$ cat src/rtl/decim_sched_pkg.sv
`default_nettype none
// ============================================================================
// Module   : decim_sched_pkg
// Brief    : Shared sizes and reset constants for the decimation scheduler.
// Revision : 1.0
// ============================================================================
package decim_sched_pkg;
    localparam int C_NCH         = 4;
    localparam int C_DW          = 16;
    localparam int C_RW          = 8;
    localparam int C_RESET_RATIO = 7;
    localparam int C_CHW         = $clog2(C_NCH);
endpackage
`default_nettype wire

$ cat src/rtl/decim_chan.sv
`default_nettype none
// ============================================================================
// Module   : decim_chan
// Brief    : One decimation channel: phase counter, ratio, hold register, overrun.
// Revision : 1.0
// ============================================================================
module decim_chan
    import decim_sched_pkg::*;
#(
    parameter int DW = C_DW,
    parameter int RW = C_RW
) (
    input  logic          clk,
    input  logic          reset,
    input  logic          i_strobe,
    input  logic          i_en,
    input  logic          i_sync,
    input  logic          i_cfg_we,
    input  logic [RW-1:0] i_cfg_data,
    input  logic [DW-1:0] i_din,
    input  logic          i_grant,
    input  logic          i_overrun_clr,
    output logic [DW-1:0] o_hold,
    output logic          o_hv,
    output logic          o_overrun
);
    logic [RW-1:0] r_ratio;
    logic [RW-1:0] r_cnt;
    logic [DW-1:0] r_hold;
    logic          r_hv;
    logic          r_overrun;
    logic          w_capture;

    // sync, config writes and disable all pre-empt a capture this cycle
    assign w_capture = i_strobe && i_en && !i_sync && !i_cfg_we && (r_cnt == '0);

    always_ff @(posedge clk) begin
        if (!reset) begin
            r_ratio   <= RW'(C_RESET_RATIO);
            r_cnt     <= '0;
            r_hold    <= '0;
            r_hv      <= 1'b0;
            r_overrun <= 1'b0;
        end else begin
            if (i_cfg_we)
                r_ratio <= i_cfg_data;

            if (i_sync || i_cfg_we || !i_en)
                r_cnt <= '0;
            else if (i_strobe)
                r_cnt <= (r_cnt == r_ratio) ? '0 : r_cnt + RW'(1);

            if (w_capture)
                r_hold <= i_din;

            // a grant in the same cycle takes the old hold, so hv stays set
            if (w_capture)
                r_hv <= 1'b1;
            else if (i_grant)
                r_hv <= 1'b0;

            if (w_capture && r_hv && !i_grant)
                r_overrun <= 1'b1;
            else if (i_overrun_clr)
                r_overrun <= 1'b0;
        end
    end

    assign o_hold    = r_hold;
    assign o_hv      = r_hv;
    assign o_overrun = r_overrun;
endmodule
`default_nettype wire

$ cat src/rtl/decim_sched.sv
`default_nettype none
// ============================================================================
// Module   : decim_sched
// Brief    : Multi-channel decimator with round-robin valid/ready output.
// Revision : 1.0
// ============================================================================
module decim_sched
    import decim_sched_pkg::*;
#(
    parameter int NCH = C_NCH,
    parameter int DW  = C_DW,
    parameter int RW  = C_RW
) (
    input  logic               clk,
    input  logic               reset,
    input  logic               strobe_in,
    input  logic [NCH*DW-1:0]  datain,
    input  logic [NCH-1:0]     ch_en,
    input  logic               sync,
    input  logic               cfg_wr,
    input  logic [1:0]         cfg_addr,
    input  logic [RW-1:0]      cfg_data,
    output logic [DW-1:0]      dataout,
    output logic [C_CHW-1:0]   chan_id,
    output logic               out_valid,
    input  logic               out_ready,
    output logic [NCH-1:0]     overrun,
    input  logic               overrun_clr
);
    localparam int CHW = C_CHW;
    localparam logic [CHW-1:0] C_LAST_RST = CHW'(NCH - 1);

    logic [DW-1:0]  w_hold [NCH];
    logic [NCH-1:0] w_hv;
    logic [NCH-1:0] w_grant_vec;
    logic [CHW-1:0] w_sel;
    logic [CHW-1:0] w_idx;
    logic           w_found;
    logic           w_grant;

    logic [CHW-1:0] r_last;
    logic [DW-1:0]  r_dataout;
    logic [CHW-1:0] r_chan_id;
    logic           r_out_valid;

    generate
        for (genvar i = 0; i < NCH; i++) begin : g_chan
            decim_chan #(
                .DW (DW),
                .RW (RW)
            ) u_chan (
                .clk           (clk),
                .reset         (reset),
                .i_strobe      (strobe_in),
                .i_en          (ch_en[i]),
                .i_sync        (sync),
                .i_cfg_we      (cfg_wr && (cfg_addr == 2'(i))),
                .i_cfg_data    (cfg_data),
                .i_din         (datain[i*DW +: DW]),
                .i_grant       (w_grant_vec[i]),
                .i_overrun_clr (overrun_clr),
                .o_hold        (w_hold[i]),
                .o_hv          (w_hv[i]),
                .o_overrun     (overrun[i])
            );
            assign w_grant_vec[i] = w_grant && (w_sel == CHW'(i));
        end
    endgenerate

    // round-robin search starting one past the last granted channel
    always_comb begin
        w_found = 1'b0;
        w_sel   = '0;
        w_idx   = '0;
        for (int k = 1; k <= NCH; k++) begin
            w_idx = CHW'((int'(r_last) + k) % NCH);
            if (!w_found && w_hv[w_idx]) begin
                w_found = 1'b1;
                w_sel   = w_idx;
            end
        end
    end

    assign w_grant = (!r_out_valid || out_ready) && w_found;

    always_ff @(posedge clk) begin
        if (!reset) begin
            r_last      <= C_LAST_RST;
            r_dataout   <= '0;
            r_chan_id   <= '0;
            r_out_valid <= 1'b0;
        end else if (w_grant) begin
            r_last      <= w_sel;
            r_dataout   <= w_hold[w_sel];
            r_chan_id   <= w_sel;
            r_out_valid <= 1'b1;
        end else if (out_ready) begin
            r_out_valid <= 1'b0;
        end
    end

    assign dataout   = r_dataout;
    assign chan_id   = r_chan_id;
    assign out_valid = r_out_valid;
endmodule
`default_nettype wire

$ cat config.mk
export PLATFORM = sky130hd
export DESIGN_NAME = decim_sched
export DESIGN_NICKNAME = d
export VERILOG_FILES = /design/src/rtl/decim_sched_pkg.sv /design/src/rtl/decim_chan.sv /design/src/rtl/decim_sched.sv
export SDC_FILE = /design/constraint.sdc
export NUM_CORES = 1
export LEC_CHECK = 0
export ABC_AREA = 1
export ABC_CLOCK_PERIOD_IN_PS = 3100
export CAP_MARGIN = 20
export CORE_MARGIN = 2
export CORE_UTILIZATION = 45
export CTS_CLUSTER_DIAMETER = 150
export DETAILED_ROUTE_END_ITERATION = 7
export DONT_BUFFER_PORTS = 1
export PLACE_DENSITY = 0.57
export SYNTH_ARGS = -nofsm -noshare
export SYNTH_HDL_FRONTEND = slang
export SYNTH_HIERARCHICAL = 1
export SYNTH_SLANG_ARGS = --single-unit
$ cat constraint.sdc
create_clock -name clk -period 3.1 [get_ports clk]
set_clock_uncertainty 0.2 [all_clocks]
set_input_delay 0.775 -clock clk [delete_from_list [all_inputs] [get_ports clk]]
set_output_delay 0.775 -clock clk [all_outputs]
set_load 0.005 [all_outputs]
==> flow_metrics.tcl, run 1 <==
set metrics [dict create \
    number_of_antenna_violations_at_the_first_check_in_global_routing 0 \
    synthToLayoutAreaGrowth_pct 7.07 \
    grt_pass1_vias 6541 \
    first_pass_iters 6 \
    cts_made_buffers 17 \
    maxSlewViolCount 0 \
    slew_headroom 0.623 \
    dieWidth_um 140 \
    run_status "complete, no violations" \
    route.antenna.remaining_nets 0 \
    hold_fix_buffer_count_after_cts 0 \
    report.final.setup_viol 0 \
    upper_clock_frequency_limit_mhz 364 \
    synthFlopType "sky130_fd_sc_hd__dfxtp_1" \
    gp_congestion 0.831 \
    type_of_origin_of_the_critical_path "flop" \
    final_hold_vios 0 \
    hold-path-endpoint "g_chan[0].u_chan/r_ratio[0]" \
    io-pin-count 108 \
    groute.usage.overall 0.208 \
    initial_utilization 0.460 \
    clk_pin_slew_worst_paths_ns 0.06 \
    hold_path_class "in2reg" \
    syn_inst 1225 \
    yosys.cell_types.count 33 \
    buffers_inserted_by_post_cts_timing_repair 0 \
    asyncSetResetFlopFracSynth 0 \
    final_critical_path_share_of_the_clock_period 0.887 \
    cp.arrival_ns 2.92 \
    postRouteWirelength_um 19800 \
    setup_slack_ns 0.350 \
    ir_worst_vdd_v 0.000589 \
    core_um2 18000 \
    worstMarginPinSlew_ns 0.561 \
    wl_per_cell_um 13.6 \
    clock_tree.root_cell "sky130_fd_sc_hd__clkbuf_16" \
    die_area_um2 19500 \
    post_route_cells_drive_above_1_share 0.0899 \
    place_hpwl_um 14100 \
    end_of_the_worst_register_to_register_path "g_chan[2].u_chan/o_overrun" \
    yosysSeqAreaShare 0.379 \
    critical_path_peak_fanout 21 \
    drt_first_iter_violations 538 \
    grt_first_pass_wirelength_um 32600 \
    critical_path.reg2reg.startpoint "r_last[0]" \
    post_cts_resized 0 \
    crit_path_end_kind "flop" \
    mostFrequentLayoutCell "sky130_fd_sc_hd__nand2_1" \
    cts_htree_levels 4 \
    drc 0 \
    synth_area_um2 8290 \
    worst-setup-path-type "reg2reg" \
    antenna_cells 0 \
    number_of_nets_in_the_layout 1304 \
    whs_path_depth 2 \
    final_period_minus_worst_setup_slack_ns 2.75 \
    detailroute.via_count 6791 \
    clk_path_buf_depth 2 \
    place_ws_ns 0.362 \
    worstHoldStart "cfg_data[0]" \
    clk_latency_ns 0.44 \
    synth_area_per_cell_um2 6.76 \
    via_per_inst 4.68 \
    cts_tree "done" \
    mappedNetlistNets 1318 \
    rrSetupSlack_ns 0.35 \
    pin_count_of_the_biggest_net_entering_global_routing 102 \
    power.density_nw_per_um2 738 \
    grt_setup_unrepaired "no" \
    clock_sinks 157 \
    hold_ws_ns 0.263 \
    buffer_ports.inserted 0 \
    power_leakage_nw 4.21 \
    die-height_um 140 \
    cp.required_ns 3.27 \
    overflow 0 \
    depth_of_the_most_critical_reg_to_reg_path 14 \
    synth-seq-cells 157 \
    yosys_warnings 6 \
    commonest_cells_after_routing_fill_and_taps_aside "318 x sky130_fd_sc_hd__nand2_1, 265 x sky130_fd_sc_hd__nor2_1, 173 x sky130_fd_sc_hd__inv_1" \
    floorplan.rows 49 \
    setup-tns-final_ns 0 \
    max_cap_viol_count 0 \
    synth_enable_flop_cells 0 \
]
-- worst max-delay path by stage --
stage,start,end,cells past startpoint
CTS,r_last[0],g_chan[0].u_chan/o_overrun,14
global route,r_last[0],g_chan[2].u_chan/o_overrun,14
detailed placement,r_last[0],g_chan[2].u_chan/o_overrun,14
floorplan,r_last[0],g_chan[3].u_chan/o_overrun,16
finish,r_last[0],g_chan[2].u_chan/o_overrun,14
global placement,r_last[0],g_chan[0].u_chan/o_overrun,14
-- cell type report --
class / instances / area (um2)
repair buffers: 5 / 37.5
fillers: 1850 / 9150
multi-input cells: 840 / 4030
well taps: 229 / 287
flip-flops and latches: 157 / 3140
clock buffers: 19 / 443
clock inverters: 12 / 194
inverters: 190 / 741
-- power by group --
group / internal [mW] / leakage (nW) / switching [mW]
Combinational: 0.585 / 2.62 / 1.35
Sequential: 2.19 / 1.28 / 0.142
Clock: 1.44 / 0.309 / 0.837
Total: 4.22 / 4.21 / 2.33
-- registers in the layout, indices dropped and copies added (netlist names) --
register / cells
chan_id: 2
dataout: 16
g_chan.u_chan/o_hold: 64
g_chan.u_chan/o_hv: 4
g_chan.u_chan/o_overrun: 4
g_chan.u_chan/r_cnt: 32
g_chan.u_chan/r_ratio: 32
out_valid: 1
r_last: 2
-- routing by layer --
metal  global-route usage  share of wire
met2                0.360           0.48
met5                    0              0
met4               0.0479         0.0062
met1                0.262           0.45
met3               0.0513          0.056
-- cell usage after synthesis (2+ instances only) --
cell type / instances / area [um2]
sky130_fd_sc_hd__a21oi_1: 30 / 150
sky130_fd_sc_hd__buf_2: 4 / 20.0
sky130_fd_sc_hd__buf_4: 8 / 60.1
sky130_fd_sc_hd__buf_6: 21 / 236
sky130_fd_sc_hd__clkbuf_8: 4 / 55.1
sky130_fd_sc_hd__clkinv_4: 4 / 35.0
sky130_fd_sc_hd__dfxtp_1: 157 / 3140
sky130_fd_sc_hd__ha_1: 8 / 100
sky130_fd_sc_hd__inv_1: 173 / 649
sky130_fd_sc_hd__inv_2: 9 / 33.8
sky130_fd_sc_hd__inv_4: 3 / 18.8
sky130_fd_sc_hd__nand2_1: 318 / 1190
sky130_fd_sc_hd__nand2_2: 14 / 87.6
sky130_fd_sc_hd__nand3_1: 53 / 265
sky130_fd_sc_hd__nand3_4: 6 / 105
sky130_fd_sc_hd__nand4_1: 19 / 119
sky130_fd_sc_hd__nor2_1: 265 / 995
sky130_fd_sc_hd__nor2_2: 19 / 119
sky130_fd_sc_hd__nor2_4: 4 / 45.0
sky130_fd_sc_hd__nor3_1: 12 / 60.1
sky130_fd_sc_hd__nor3_4: 8 / 130
sky130_fd_sc_hd__o2111ai_1: 4 / 35.0
sky130_fd_sc_hd__o211ai_1: 2 / 15.0
sky130_fd_sc_hd__o21ai_0: 34 / 170
sky130_fd_sc_hd__o21bai_4: 4 / 75.1
sky130_fd_sc_hd__xnor2_1: 16 / 140
sky130_fd_sc_hd__xor2_1: 20 / 175
-- stage by stage --
step | cells | total power, mW | util | cell area, um2
2_1_floorplan | 1225 | 4.02 | - | 8290
3_3_place_gp | 1421 | 4.31 | 0.457 | 8240
3_5_place_dp | 1421 | 4.32 | 0.457 | 8240
4_1_cts | 1452 | 6.61 | 0.492 | 8870
5_1_grt | 1452 | 7.00 | 0.492 | 8870
6_report | 1452 | 6.55 | 0.492 | 8870
-- logic make-up (layout without fill, tap and decap cells) --
| group | after synthesis | count (layout) | share of synthesized area |
|---|---|---|---|
| xor+xnor | 36 | 36 | 0.0380 |
| compound gates | 75 | 75 | 0.0557 |
| buf+inv | 228 | 226 | 0.135 |
| simple gates | 721 | 721 | 0.380 |
| fa+ha+maj | 8 | 8 | 0.0121 |
| flops | 157 | 157 | 0.379 |
-- worst max-delay path, cell delays in order, from the launching register on --
cell and delay (ns):
sky130_fd_sc_hd__dfxtp_1 0.57, sky130_fd_sc_hd__inv_4 0.11, sky130_fd_sc_hd__nand2_1 0.08, sky130_fd_sc_hd__nand2_1 0.09, sky130_fd_sc_hd__nand2_1 0.09, sky130_fd_sc_hd__nand2_2 0.07
sky130_fd_sc_hd__nand2_1 0.10, sky130_fd_sc_hd__nand2_1 0.09, sky130_fd_sc_hd__nand2_4 0.16, sky130_fd_sc_hd__nand3_4 0.23, sky130_fd_sc_hd__inv_2 0.39, sky130_fd_sc_hd__nor2_1 0.09
sky130_fd_sc_hd__nor2_1 0.17, sky130_fd_sc_hd__nand4_1 0.11, sky130_fd_sc_hd__a21oi_1 0.13
Power figures use the tool's default switching activity.
==> run 2, diff against run 1 <==
--- a/config.mk
+++ b/config.mk
@@ -9,11 +9,11 @@
 export ABC_CLOCK_PERIOD_IN_PS = 3100
 export CAP_MARGIN = 20
 export CORE_MARGIN = 2
-export CORE_UTILIZATION = 45
+export CORE_UTILIZATION = 50
 export CTS_CLUSTER_DIAMETER = 150
 export DETAILED_ROUTE_END_ITERATION = 7
 export DONT_BUFFER_PORTS = 1
-export PLACE_DENSITY = 0.57
+export PLACE_DENSITY = 0.62
 export SYNTH_ARGS = -nofsm -noshare
 export SYNTH_HDL_FRONTEND = slang
 export SYNTH_HIERARCHICAL = 1
==> run 2 against run 1 <==
Via count is 1.7% higher; combinational power hardly changed; cell area is 0.92% lower; total power is 4.2% lower; die area is 9.7% lower; first-iteration DRC count is 32% lower; clock power is 11% lower; critical endpoint is now g_chan[3].u_chan/o_overrun; non-clock buffer count stayed put.
==> flow_metrics.tcl, run 2 (synthesis gave the netlist of run 1 again) <==
set metrics [dict create \
    run_status "complete, no violations" \
    report.final.setup_viol 0 \
    postRouteWirelength_um 19300 \
    floorplan.rows 47 \
    antenna_cells 0 \
    clk_pin_slew_worst_paths_ns 0.06 \
    route.antenna.remaining_nets 0 \
    met3_length_um 1190 \
    clock_sinks 157 \
    grt_setup_unrepaired "no" \
    io-pin-count 108 \
    place_hpwl_um 14000 \
    grt_pass1_vias 6467 \
    power.switching_fraction 0.365 \
    dieWidth_um 133 \
    final_period_minus_worst_setup_slack_ns 2.70 \
    largest_register_ff_count 64 \
    maxSlewViolCount 0 \
    crit_path_max_incr_delay_ns 0.57 \
    worstMarginPinSlew_ns 0.481 \
    initial_utilization 0.505 \
    synthToLayoutAreaGrowth_pct 6.08 \
    type_of_origin_of_the_critical_path "flop" \
    power.density_nw_per_um2 714 \
    final.fill_count 1693 \
    cp.arrival_ns 2.86 \
    power.combinational.fraction 0.304 \
    clock_tree.root_cell "sky130_fd_sc_hd__clkbuf_16" \
    met1_length_um 8310 \
    hold_fix_buffer_count_after_cts 0 \
    top_layer "met4" \
    mostFrequentLayoutCell "sky130_fd_sc_hd__nand2_1" \
    buffers_inserted_by_post_cts_timing_repair 0 \
    clk_path_buf_depth 2 \
    wl_per_cell_um 13.4 \
    detailroute.via_count 6905 \
    grt_first_pass_wirelength_um 32000 \
    worstPathBufferInverterCount 2 \
    internal_power_mw 3.99 \
    die-height_um 133 \
    gp_congestion 0.853 \
    final_hold_vios 0 \
    ir_worst_vdd_v 0.000475 \
    slew_headroom 0.677 \
    numPlacedInstances 1412 \
    post_cts_resized 0 \
    path_delay_family "simple AND/OR/NAND/NOR gates" \
    power.share.sequential 0.374 \
    hold_path_class "reg2reg" \
    crit_path_end_kind "flop" \
    drc 0 \
    drt_first_iter_violations 367 \
    setup-tns-final_ns 0 \
    cell_by_cell_trace_of_the_critical_path "inv_4 -> nand2_1 -> nand2_1 -> nand2_1 -> nand2_2 -> nand2_1 -> nand3_2 -> nand3_4 -> buf_4 -> nor2_1 -> nor2_1 -> nand4_1 -> a21oi_1" \
    routed-wl-met2_um 9430 \
    worst-setup-path-type "reg2reg" \
    finalNonFillerCells 1444 \
    overflow 0 \
    postLayoutCellArea_um2 8790 \
    clock_power_share 0.322 \
    groute.usage.overall 0.228 \
    critical_path_peak_fanout 21 \
    total_switching_power_mw 2.29 \
    max_cap_viol_count 0 \
    commonest_cells_after_routing_fill_and_taps_aside "318 x sky130_fd_sc_hd__nand2_1, 265 x sky130_fd_sc_hd__nor2_1, 173 x sky130_fd_sc_hd__inv_1" \
    cts_tree "done" \
    final_critical_path_share_of_the_clock_period 0.872 \
    number_of_antenna_violations_at_the_first_check_in_global_routing 0 \
    dpl_cell_area_um2 8220 \
    buffer_ports.inserted 0 \
    cts_htree_levels 4 \
    cp.required_ns 3.26 \
    first_pass_iters 5 \
    clk_latency_ns 0.43 \
    cts_made_buffers 17 \
    post_route_cells_drive_above_1_share 0.0882 \
    number_of_nets_in_the_layout 1304 \
    power_leakage_nw 4.18 \
    core_um2 16400 \
    critical_path.most_common_cell "sky130_fd_sc_hd__nand2_1" \
    fin_util 0.536 \
    pin_count_of_the_biggest_net_entering_global_routing 102 \
    via_per_inst 4.78 \
    finalPower_mw 6.27 \
    upper_clock_frequency_limit_mhz 370 \
    worst_path_slowest_cell "sky130_fd_sc_hd__dfxtp_1" \
    die_area_um2 17600 \
]
## run 2: cell types whose count changed in the layout (fill, tap and decap cells not counted)
cell	previous run	this run
sky130_fd_sc_hd__clkbuf_1	1	4
sky130_fd_sc_hd__clkinvlp_4	2	1
sky130_fd_sc_hd__clkinv_4	5	4
sky130_fd_sc_hd__clkbuf_8	1	5
sky130_fd_sc_hd__bufinv_16	5	1
## run 2: per-stage QoR
stage                     setup slack (ns)  hold WS [ns]
after floorplan                       1.03         0.247
after global placement               0.524         0.259
after detailed placement             0.435         0.266
after CTS                            0.405         0.261
after global routing                0.0761         0.262
final                                0.396         0.274
## run 2: worst reg2reg max path: cells and delay by family, from the launching register on
family,cells,cell delay (ns)
compound gates,1,0.13
buf+inv,2,0.40
flops,1,0.57
simple gates,10,1.33
## run 2: worst paths after layout
| kind | slack, ns | endpoint | depth (start not counted) | start |
|---|---|---|---|---|
| min reg2reg | 0.27 | g_chan[3].u_chan/r_ratio[6] | 2 | g_chan[3].u_chan/r_ratio[6] |
| max | 0.40 | g_chan[3].u_chan/o_overrun | 13 | r_last[0] |
| max reg2reg | 0.40 | g_chan[3].u_chan/o_overrun | 13 | r_last[0] |
| min | 0.27 | g_chan[3].u_chan/r_ratio[6] | 2 | g_chan[3].u_chan/r_ratio[6] |
## run 2: layout make-up
| class | count | area, um2 | share of cell area |
|---|---|---|---|
| Multi-Input combinational cell | 840 | 4030 | 0.458 |
| Sequential cell | 157 | 3140 | 0.358 |
| Tap cell | 220 | 275 | 0.0313 |
| Clock buffer | 26 | 509 | 0.0579 |
| Clock inverter | 6 | 57.6 | 0.00655 |
| Timing Repair Buffer | 5 | 37.5 | 0.00427 |
| Inverter | 190 | 741 | 0.0843 |
## run 2: layer usage
layer,track usage,up-vias
met5,0,-
met4,0.0687,0
met3,0.0663,25
met2,0.394,148
met1,0.275,3058
li1,-,3674
## run 2: power groups by stage
stage                     registers [mW]  logic [mW]  clock network, mW
final                               2.35        1.90               2.02
after global routing                2.37        2.19               2.13
after CTS                           2.35        1.91               2.05
after detailed placement            2.39        1.91                  0
after global placement              2.39        1.87                  0
after floorplan                     2.32        1.70                  0
